[config.mk]
export PLATFORM = sky130hd
export DESIGN_NAME = vga_sync_gen
export DESIGN_NICKNAME = d
export VERILOG_FILES = /design/src/rtl/vga_timing_pkg.sv /design/src/rtl/pixel_tick_gen.sv /design/src/rtl/vga_sync_gen.sv
export SDC_FILE = /design/constraint.sdc
export NUM_CORES = 1
export LEC_CHECK = 0
export ABC_AREA = 1
export CORE_AREA = 2 2 54 56
export DETAILED_ROUTE_END_ITERATION = 10
export DIE_AREA = 0 0 56 58
export HOLD_SLACK_MARGIN = 0.1
export PLACE_DENSITY = 0.87
export SYNTH_ARGS = -nofsm -noshare
export SYNTH_HDL_FRONTEND = slang
export SYNTH_SLANG_ARGS = --single-unit
[constraint.sdc]
create_clock -name clk -period 2.4 [get_ports clk]
set_clock_uncertainty 0.05 [all_clocks]
set_input_delay 0.36 -clock clk [delete_from_list [all_inputs] [get_ports clk]]
set_output_delay 0.36 -clock clk [all_outputs]
set_load 0.1 [all_outputs]
[src/rtl/vga_timing_pkg.sv]
// Shared raster timing constants for the Pong display path.
// Defaults describe 640x480@60 with a 25 MHz pixel rate derived from 100 MHz.
package vga_timing_pkg;

   localparam int COORD_W   = 10;
   localparam int MAX_TOTAL = 1 << COORD_W;

   typedef logic [COORD_W-1:0] coord_t;

   localparam int DEF_CLK_DIV   = 4;
   localparam int DEF_H_DISPLAY = 640;
   localparam int DEF_H_FRONT   = 16;
   localparam int DEF_H_SYNC    = 96;
   localparam int DEF_H_BACK    = 48;
   localparam int DEF_V_DISPLAY = 480;
   localparam int DEF_V_FRONT   = 10;
   localparam int DEF_V_SYNC    = 2;
   localparam int DEF_V_BACK    = 33;
   localparam logic DEF_SYNC_POL = 1'b0;

   localparam int DEF_H_TOTAL = DEF_H_DISPLAY + DEF_H_FRONT + DEF_H_SYNC + DEF_H_BACK;
   localparam int DEF_V_TOTAL = DEF_V_DISPLAY + DEF_V_FRONT + DEF_V_SYNC + DEF_V_BACK;

   localparam int DEF_HSYNC_FIRST = DEF_H_DISPLAY + DEF_H_FRONT;
   localparam int DEF_HSYNC_LAST  = DEF_HSYNC_FIRST + DEF_H_SYNC - 1;
   localparam int DEF_VSYNC_FIRST = DEF_V_DISPLAY + DEF_V_FRONT;
   localparam int DEF_VSYNC_LAST  = DEF_VSYNC_FIRST + DEF_V_SYNC - 1;

   // Drives the sync line to its active level only inside the inclusive window.
   function automatic logic syncLevel(input coord_t pos, input coord_t first,
                                      input coord_t last, input logic pol);
      return ((pos >= first) && (pos <= last)) ? pol : ~pol;
   endfunction

endpackage

[src/rtl/pixel_tick_gen.sv]
// Divides the system clock down to a one-clock-wide pixel-rate enable.
module pixel_tick_gen #(
   parameter int CLK_DIV = 4
)(
   input  logic clk,
   input  logic reset,
   output logic p_tick
);

   localparam int DIV_W = (CLK_DIV > 1) ? $clog2(CLK_DIV) : 1;
   localparam logic [DIV_W-1:0] DIV_MAX = DIV_W'(CLK_DIV - 1);

   logic [DIV_W-1:0] r_divCnt;
   logic             w_divWrap;

   // With CLK_DIV=1 the counter is pinned at zero, so the tick is constantly high.
   assign w_divWrap = (r_divCnt == DIV_MAX);
   assign p_tick    = w_divWrap;

   always_ff @(posedge clk) begin
      if (reset || w_divWrap) begin
         r_divCnt <= '0;
      end else begin
         r_divCnt <= r_divCnt + DIV_W'(1);
      end
   end

endmodule

[src/rtl/vga_sync_gen.sv]
// Raster timing generator: pixel/line counters, sync and blanking decode, strobes.
// Sync and video_on are registered from the next-count values so they never skew from pixel_x/pixel_y.
module vga_sync_gen
   import vga_timing_pkg::*;
#(
   parameter int   CLK_DIV   = DEF_CLK_DIV,
   parameter int   H_DISPLAY = DEF_H_DISPLAY,
   parameter int   H_FRONT   = DEF_H_FRONT,
   parameter int   H_SYNC    = DEF_H_SYNC,
   parameter int   H_BACK    = DEF_H_BACK,
   parameter int   V_DISPLAY = DEF_V_DISPLAY,
   parameter int   V_FRONT   = DEF_V_FRONT,
   parameter int   V_SYNC    = DEF_V_SYNC,
   parameter int   V_BACK    = DEF_V_BACK,
   parameter logic SYNC_POL  = DEF_SYNC_POL
)(
   input  logic               clk,
   input  logic               reset,
   output logic               p_tick,
   output logic [COORD_W-1:0] pixel_x,
   output logic [COORD_W-1:0] pixel_y,
   output logic               video_on,
   output logic               hsync,
   output logic               vsync,
   output logic               line_tick,
   output logic               frame_tick
);

   localparam int H_TOTAL = H_DISPLAY + H_FRONT + H_SYNC + H_BACK;
   localparam int V_TOTAL = V_DISPLAY + V_FRONT + V_SYNC + V_BACK;

   if (H_TOTAL > MAX_TOTAL || V_TOTAL > MAX_TOTAL) begin : g_badTotal
      $error("vga_sync_gen: H_TOTAL/V_TOTAL must not exceed %0d", MAX_TOTAL);
   end
   if (CLK_DIV < 1 || CLK_DIV > 16) begin : g_badDiv
      $error("vga_sync_gen: CLK_DIV must be in 1..16");
   end
   if (H_SYNC < 1 || V_SYNC < 1 || H_DISPLAY < 1 || V_DISPLAY < 1) begin : g_badWidth
      $error("vga_sync_gen: display and sync widths must be at least 1");
   end

   localparam coord_t H_LAST      = coord_t'(H_TOTAL - 1);
   localparam coord_t V_LAST      = coord_t'(V_TOTAL - 1);
   localparam coord_t H_VIS       = coord_t'(H_DISPLAY);
   localparam coord_t V_VIS       = coord_t'(V_DISPLAY);
   localparam coord_t HSYNC_FIRST = coord_t'(H_DISPLAY + H_FRONT);
   localparam coord_t HSYNC_LAST  = coord_t'(H_DISPLAY + H_FRONT + H_SYNC - 1);
   localparam coord_t VSYNC_FIRST = coord_t'(V_DISPLAY + V_FRONT);
   localparam coord_t VSYNC_LAST  = coord_t'(V_DISPLAY + V_FRONT + V_SYNC - 1);

   coord_t r_hCnt;
   coord_t r_vCnt;
   logic   r_videoOn;
   logic   r_hsync;
   logic   r_vsync;

   coord_t w_hNext;
   coord_t w_vNext;
   logic   w_hLast;
   logic   w_vLast;
   logic   w_pTick;

   pixel_tick_gen #(
      .CLK_DIV (CLK_DIV)
   ) u_pixelTick (
      .clk    (clk),
      .reset  (reset),
      .p_tick (w_pTick)
   );

   assign w_hLast = (r_hCnt == H_LAST);
   assign w_vLast = (r_vCnt == V_LAST);

   always_comb begin
      w_hNext = r_hCnt;
      w_vNext = r_vCnt;
      if (w_pTick) begin
         if (w_hLast) begin
            w_hNext = '0;
            w_vNext = w_vLast ? '0 : r_vCnt + coord_t'(1);
         end else begin
            w_hNext = r_hCnt + coord_t'(1);
         end
      end
   end

   // Reset lands on (0,0), which is visible and outside both sync windows.
   always_ff @(posedge clk) begin
      if (reset) begin
         r_hCnt    <= '0;
         r_vCnt    <= '0;
         r_videoOn <= 1'b1;
         r_hsync   <= ~SYNC_POL;
         r_vsync   <= ~SYNC_POL;
      end else begin
         r_hCnt    <= w_hNext;
         r_vCnt    <= w_vNext;
         r_videoOn <= (w_hNext < H_VIS) && (w_vNext < V_VIS);
         r_hsync   <= syncLevel(w_hNext, HSYNC_FIRST, HSYNC_LAST, SYNC_POL);
         r_vsync   <= syncLevel(w_vNext, VSYNC_FIRST, VSYNC_LAST, SYNC_POL);
      end
   end

   assign p_tick     = w_pTick;
   assign pixel_x    = r_hCnt;
   assign pixel_y    = r_vCnt;
   assign video_on   = r_videoOn;
   assign hsync      = r_hsync;
   assign vsync      = r_vsync;
   assign line_tick  = w_pTick & w_hLast;
   assign frame_tick = w_pTick & w_hLast & w_vLast;

endmodule
==> results by group, run 1 <==
CTS
  – Postcts setup bufs: 0
  – Clock Tree Buf Depth: 2
  – Clk root buf: clkbuf_4
  – Clock transition at the registers of the reported paths: 140 ps
  – CTS tree: yes
  – Post-CTS Hold Buffers: 0
  – Clk sinks: 25
  – Clk Latency, worst-skew pair: 330 ps
  – CTS H-tree lvls: 1
  – PostCTS Resize Cnt: 0
  – TritonCTS Buffers: 3

Power
  – Leakage: 0.807 nW
  – Internal power: 499 uW
  – Clk pwr share: 0.296
  – Pwr/cell area: 391 mW/mm^2
  – Worst IR Drop VDD: 295 uV
  – Switching part of the total power: 0.263
  – Comb power frac: 0.076
  – Share of total power in sequential cells: 0.629
  – Power Total: 677 uW
  – Net switching power: 178 uW

Layout
  – Fin util: 0.651
  – Sequential cell area: 517 sq um
  – Area grow syn2layout: 21.4%
  – Fillers: 254
  – ANT cells: 0
  – Cell Count, Final, Fillers Out: 281
  – Multi-input logic area: 783 sq um
  – Layout cells sized above 1: 0.252
  – Nets: 257

Timing
  – Post-layout min period: 2270 ps
  – Final worst slack: 132 ps
  – Sum of negative setup slack: 0 ps
  – Rel. slew slack: 0.737
  – RSZ-0062 raised after global routing: false
  – Final slew viol count: 0
  – Worst slew pin tran: 391 ps
  – Final Hold Fails: 0
  – # setup viols final: 0
  – Peak Freq: 441 MHz
  – Final period utilization: 0.945

Logic synthesis
  – Yosys reg bits: 25
  – Synth warnings: 0
  – Mapped Cells: 222
  – Cell Area, Synth: 0.00143 sq mm
  – Synthesized area per cell: 6.44 sq um
  – Synth unique cells: 26
  – Synth Net Count: 228
  – Seq/Total Area, Yosys: 0.350

Detailed routing
  – Final WL: 3160 um
  – Vias/cell: 5.15
  – Via count: 1447
  – Avg WL per Cell: 11.2 um
  – Number of DRC markers in iteration 0: 26
  – Number of iterations in the first detailed-routing pass: 4
  – # DRC: 0
  – Routed Antenna Nets: 0

Worst hold path
  – Hold path cells: 2
  – Hold endpoint: pixel_x[0]$_SDFF_PP0_
  – Worst hold start: pixel_x[0]$_SDFF_PP0_
  – Worst min-delay path class: register to register

Worst setup path
  – Crit Path Category: register to output pin
  – CP bufs+invs: 1
  – CP required: 1990 ps
  – FF-to-FF setup slack: 450 ps
  – Critical Path Max Stage Delay: 400 ps
  – Critical path capture point type: output pin
  – Critical path fanouts, max: 12
  – Crit path arrival time: 1860 ps
  – Critical-path top delay cell: dfxtp_1
  – Reg2reg path depth: 12
  – Crit-path most repeated cell: nor2_4
  – Worst r2r dst: vsync$_SDFF_PP1_
  – Start of the worst register-to-register path: u_pixelTick.r_divCnt[0]$_SDFF_PP0_
  – Setup crit start kind: register
  – Crit path max-delay family: simple AND/OR/NAND/NOR gates
  – CP Cell Sequence: ha_4 -> nand2_4 -> nor2_4 -> nand3_2 -> nor2_4 -> buf_12

Die
  – Die area: 0.00325 sq mm
  – Die Ht: 58 um
  – FP Rows: 19
  – Die span in x: 56 um
  – Core ar.: 0.00266 sq mm
  – Initial Utilization: 0.537
  – # IOs: 28

Placed design
  – # port buffers: 27
  – Cells after DPL: 277
  – HPWL after DPL: 2480 um
  – Final GP Congestion: 0.889
  – Pre-CTS WS: 458 ps

Global routing
  – Largest net degree at the start of global routing: 16
  – GRT Total Usage: 0.215
  – Initial antenna violation count: 0
  – Vias in the first global route: 1369
  – GR Overflow Total: 0
  – First-pass GRT wire length: 5720 um

Outcome
  – Outcome: complete, no violations

Run
  – # Max-Cap Violations: 0
## through the flow
stage,hold WS (ps),cell area [sq um]
6_report,431,1730
5_1_grt,471,1730
4_1_cts,435,1730
3_5_place_dp,414,1700
3_3_place_gp,402,1700
2_1_floorplan,379,1470
## power by group through the flow
stage | Sequential, mW | Combinational [mW] | Clock [mW]
floorplan | 0.444 | 0.0310 | 0
CTS | 0.426 | 0.0516 | 0.202
global route | 0.427 | 0.0560 | 0.217
finish | 0.426 | 0.0513 | 0.200
global placement | 0.435 | 0.0502 | 0
detailed placement | 0.435 | 0.0515 | 0
## synth_stat cells (all sizes together)
cell	number	area [sq um]
nand3	16	85.1
a21oi	8	40.0
inv	33	124
dfxtp	25	500
nand4	6	37.5
and2	1	6.26
o21bai	1	7.51
ha	4	50.1
buf	3	33.8
o21ai	10	53.8
nor2	46	200
a211oi	1	7.51
nor3	2	15.0
a31oi	1	6.26
nand2	63	254
clkbuf	1	3.75
clkinv	1	3.75
## worst register-to-register path: cells and delay by family (launching register included)
kind / cells / cell delay (ps)
DFF: 1 / 400
buffers and inverters: 1 / 230
adders and majority gates: 1 / 230
and+or+nand+nor: 10 / 960
## cells in the final DEF (no fill, tap or decap), types with 2 or more instances in the layout
cell type | Yosys | layout
nor2_4 | 2 | 3
nor2_2 | 5 | 5
inv_1 | 31 | 31
o21ai_0 | 7 | 7
nand2_2 | 4 | 4
o21ai_1 | 2 | 2
nor2_1 | 39 | 38
a21oi_1 | 8 | 8
dfxtp_1 | 25 | 12
clkbuf_4 | 0 | 3
nand2_1 | 58 | 58
nand4_1 | 6 | 6
buf_4 | 0 | 25
ha_1 | 4 | 3
buf_12 | 0 | 2
inv_2 | 2 | 2
nand3_1 | 15 | 15
dfxtp_2 | 0 | 13
## area by class of cell
class,instances,share of cell area
multi-input combinational,159,0.452
clock inverter,1,0.00433
clock buffer,3,0.0130
timing repair buffer,28,0.137
tap,31,0.0224
inverter,34,0.0736
sequential,25,0.298
## metal layers
layer / GRT usage / wire (um)
met1: 0.273 / 1390
met3: 0.0335 / 176
met2: 0.371 / 1560
met4: 0.0782 / 34
met5: 0 / 0
## worst max path at each step
stage	from	to	slack [ps]	cells after the start
floorplan	pixel_y[1]$_SDFF_PP0_	vsync$_SDFF_PP1_	0.2	12
global placement	u_pixelTick.r_divCnt[0]$_SDFF_PP0_	vsync$_SDFF_PP1_	540	12
detailed placement	u_pixelTick.r_divCnt[0]$_SDFF_PP0_	vsync$_SDFF_PP1_	460	12
CTS	u_pixelTick.r_divCnt[0]$_SDFF_PP0_	frame_tick	130	6
global route	u_pixelTick.r_divCnt[0]$_SDFF_PP0_	frame_tick	30	6
finish	u_pixelTick.r_divCnt[0]$_SDFF_PP0_	frame_tick	130	6
## registers in the layout, summed over array words and instances (netlist names)
name	flops
hsync	1
pixel_y	10
pixel_x	10
vsync	1
video_on	1
u_pixelTick.r_divCnt	2
## logic make-up after synthesis
family | share of synthesized area
compound gates | 0.0806
fa+ha+maj | 0.0350
buf+inv | 0.116
flops | 0.350
simple gates | 0.419
No activity file was read; power rests on OpenSTA's default activity.
==> run 2: changes to the inputs <==
--- a/config.mk
+++ b/config.mk
@@ -7,10 +7,11 @@
 export LEC_CHECK = 0
 export ABC_AREA = 1
 export CORE_AREA = 2 2 54 56
+export CTS_CLUSTER_SIZE = 24
 export DETAILED_ROUTE_END_ITERATION = 10
 export DIE_AREA = 0 0 56 58
 export HOLD_SLACK_MARGIN = 0.1
-export PLACE_DENSITY = 0.87
+export PLACE_DENSITY = 0.81
 export SYNTH_ARGS = -nofsm -noshare
 export SYNTH_HDL_FRONTEND = slang
 export SYNTH_SLANG_ARGS = --single-unit
==> results by group, run 2 (synthesized netlist as in run 1, its figures left out) <==
Outcome
  – Outcome: complete, no violations (unchanged)

Die
  – Die span in x: 56 um (unchanged)
  – Core ar.: 0.00266 sq mm (unchanged)
  – Die area: 0.00325 sq mm (unchanged)
  – FP Rows: 19 (unchanged)
  – Die Ht: 58 um (unchanged)
  – # IOs: 28 (unchanged)
  – Initial Utilization: 0.537 (unchanged)

Global routing
  – Initial antenna violation count: 0 (unchanged)
  – GRT Total Usage: 0.208 (was 0.215)
  – GR Overflow Total: 0 (unchanged)
  – Vias in the first global route: 1219 (was 1369)
  – First-pass GRT wire length: 5340 um (was 5720 um)
  – Largest net degree at the start of global routing: 14 (was 16)

CTS
  – TritonCTS Buffers: 3 (unchanged)
  – CTS H-tree lvls: 1 (unchanged)
  – Postcts setup bufs: 0 (unchanged)
  – Clock transition at the registers of the reported paths: 130 ps (was 140 ps)
  – CTS tree: yes (unchanged)
  – Clk root buf: clkbuf_4 (unchanged)
  – Clk sinks: 25 (unchanged)
  – Clk Latency, worst-skew pair: 320 ps (was 330 ps)
  – Clock Tree Buf Depth: 2 (unchanged)

Detailed routing
  – Number of iterations in the first detailed-routing pass: 4 (unchanged)
  – Final WL: 3130 um (was 3160 um)
  – Vias/cell: 5.03 (was 5.15)
  – # DRC: 0 (unchanged)
  – Number of DRC markers in iteration 0: 51 (was 26)
  – Routed Antenna Nets: 0 (unchanged)
  – Avg WL per Cell: 11.1 um (was 11.2 um)
  – Via count: 1413 (was 1447)

Power
  – Net switching power: 163 uW (was 178 uW)
  – Leakage: 0.809 nW (was 0.807 nW)
  – Switching part of the total power: 0.246 (was 0.263)
  – Power Total: 663 uW (was 677 uW)
  – Clk pwr share: 0.282 (was 0.296)
  – Worst IR Drop VDD: 302 uV (was 295 uV)
  – Pwr/cell area: 382 mW/mm^2 (was 391 mW/mm^2)
  – Share of total power in sequential cells: 0.642 (was 0.629)
  – Comb power frac: 0.076 (about the same)
  – Internal power: 500 uW (was 499 uW)

Layout
  – Fillers: 249 (was 254)
  – ANT cells: 0 (unchanged)
  – Layout cells sized above 1: 0.248 (was 0.252)
  – Cell area after layout: 0.00174 sq mm (was 0.00173 sq mm)
  – Sequential cell area: 517 sq um (unchanged)
  – Commonest non-fill, non-tap cell in the layout: nand2_1 (unchanged)
  – Fin util: 0.653 (was 0.651)
  – Cell Count, Final, Fillers Out: 281 (unchanged)
  – Nets: 257 (unchanged)
  – Most frequent cells in the layout: nand2_1 (58), nor2_1 (38), inv_1 (31), buf_4 (25), nand3_1 (15) (unchanged)
  – Multi-input logic area: 791 sq um (was 783 sq um)
  – Area grow syn2layout: 21.6% (was 21.4%)

Run
  – # Max-Cap Violations: 0 (unchanged)

Timing
  – # setup viols final: 0 (unchanged)
  – Rel. slew slack: 0.739 (was 0.737)
  – WHS: 436 ps (was 431 ps)
  – Final slew viol count: 0 (unchanged)
  – Post-layout min period: 2130 ps (was 2270 ps)
  – Sum of negative setup slack: 0 ps (unchanged)
  – RSZ-0062 raised after global routing: false (unchanged)
  – Final worst slack: 269 ps (was 132 ps)
  – Peak Freq: 469 MHz (was 441 MHz)
  – Final period utilization: 0.888 (was 0.945)
  – Worst slew pin tran: 388 ps (was 391 ps)
  – Final Hold Fails: 0 (unchanged)

Placed design
  – Placed instance area: 0.00170 sq mm (unchanged)
  – Final GP Congestion: 0.885 (was 0.889)
  – Cells after DPL: 277 (unchanged)
  – HPWL after DPL: 2450 um (was 2480 um)
  – Pre-CTS WS: 458 ps (about the same)
  – # port buffers: 27 (unchanged)

Worst hold path
  – Hold path cells: 2 (unchanged)
  – Worst min-delay path class: register to register (unchanged)
  – Hold endpoint: pixel_x[0]$_SDFF_PP0_ (unchanged)
  – Worst hold start: pixel_x[0]$_SDFF_PP0_ (unchanged)

Worst setup path
  – Crit Path Category: register to output pin (unchanged)
  – Critical Path Max Stage Delay: 400 ps (about the same)
  – CP Cell Sequence: ha_4 -> nand2_4 -> nor2_4 -> nand3_4 -> nor2_4 -> buf_12 (was ha_4 -> nand2_4 -> nor2_4 -> nand3_2 -> nor2_4 -> buf_12)
  – Crit path arrival time: 1720 ps (was 1860 ps)
  – Reg2reg path depth: 12 (unchanged)
  – Setup crit start kind: register (unchanged)
  – CP required: 1990 ps (about the same)
  – Worst r2r dst: vsync$_SDFF_PP1_ (unchanged)
  – Critical-path top delay cell: dfxtp_1 (unchanged)
  – Critical path capture point type: output pin (unchanged)
  – Crit-path most repeated cell: nor2_4 (unchanged)
  – Start of the worst register-to-register path: u_pixelTick.r_divCnt[0]$_SDFF_PP0_ (unchanged)
  – FF-to-FF setup slack: 560 ps (was 450 ps)
  – Critical path fanouts, max: 12 (unchanged)
-- run 2: power by group through the flow --
stage          clock network [mW]  logic (mW)  registers (mW)
2_1_floorplan                   0      0.0310           0.444
4_1_cts                     0.193      0.0511           0.426
3_3_place_gp                    0      0.0505           0.435
6_report                    0.187      0.0503           0.426
5_1_grt                     0.214      0.0553           0.427
3_5_place_dp                    0      0.0507           0.435
-- run 2: timing repair --
action / 4_1_cts / 5_1_grt
endpoints found under the setup margin: 0 / 1
gates resized for setup: 0 / 1
hold buffers: 0 / 0
-- run 2: worst max path at each step --
stage	from	to	depth (start not counted)
2_1_floorplan	pixel_y[1]$_SDFF_PP0_	vsync$_SDFF_PP1_	12
3_3_place_gp	u_pixelTick.r_divCnt[0]$_SDFF_PP0_	vsync$_SDFF_PP1_	12
3_5_place_dp	u_pixelTick.r_divCnt[0]$_SDFF_PP0_	vsync$_SDFF_PP1_	12
4_1_cts	u_pixelTick.r_divCnt[0]$_SDFF_PP0_	frame_tick	6
5_1_grt	u_pixelTick.r_divCnt[0]$_SDFF_PP0_	frame_tick	6
6_report	u_pixelTick.r_divCnt[0]$_SDFF_PP0_	frame_tick	6
-- run 2: critical path, delay by kind of cell (launching register included) --
family / cells / cell delay (ps)
buf+inv: 1 / 190
fa+ha+maj: 1 / 230
flops: 1 / 400
simple gates: 4 / 590
-- run 2: routing by layer --
| metal | wire length [um] | track usage | vias up |
|---|---|---|---|
| met4 | 49 | 0.0714 | 0 |
| li1 | - | - | 744 |
| met5 | 0 | 0 | - |
| met2 | 1540 | 0.363 | 30 |
| met1 | 1420 | 0.271 | 634 |
| met3 | 118 | 0.0201 | 5 |
-- run 2: cell type report --
cell class | count | share of cell area
Tap cell | 31 | 0.0223
Timing Repair Buffer | 28 | 0.137
Clock buffer | 4 | 0.0151
Sequential cell | 25 | 0.297
Multi-Input combinational cell | 159 | 0.455
Inverter | 34 | 0.0734
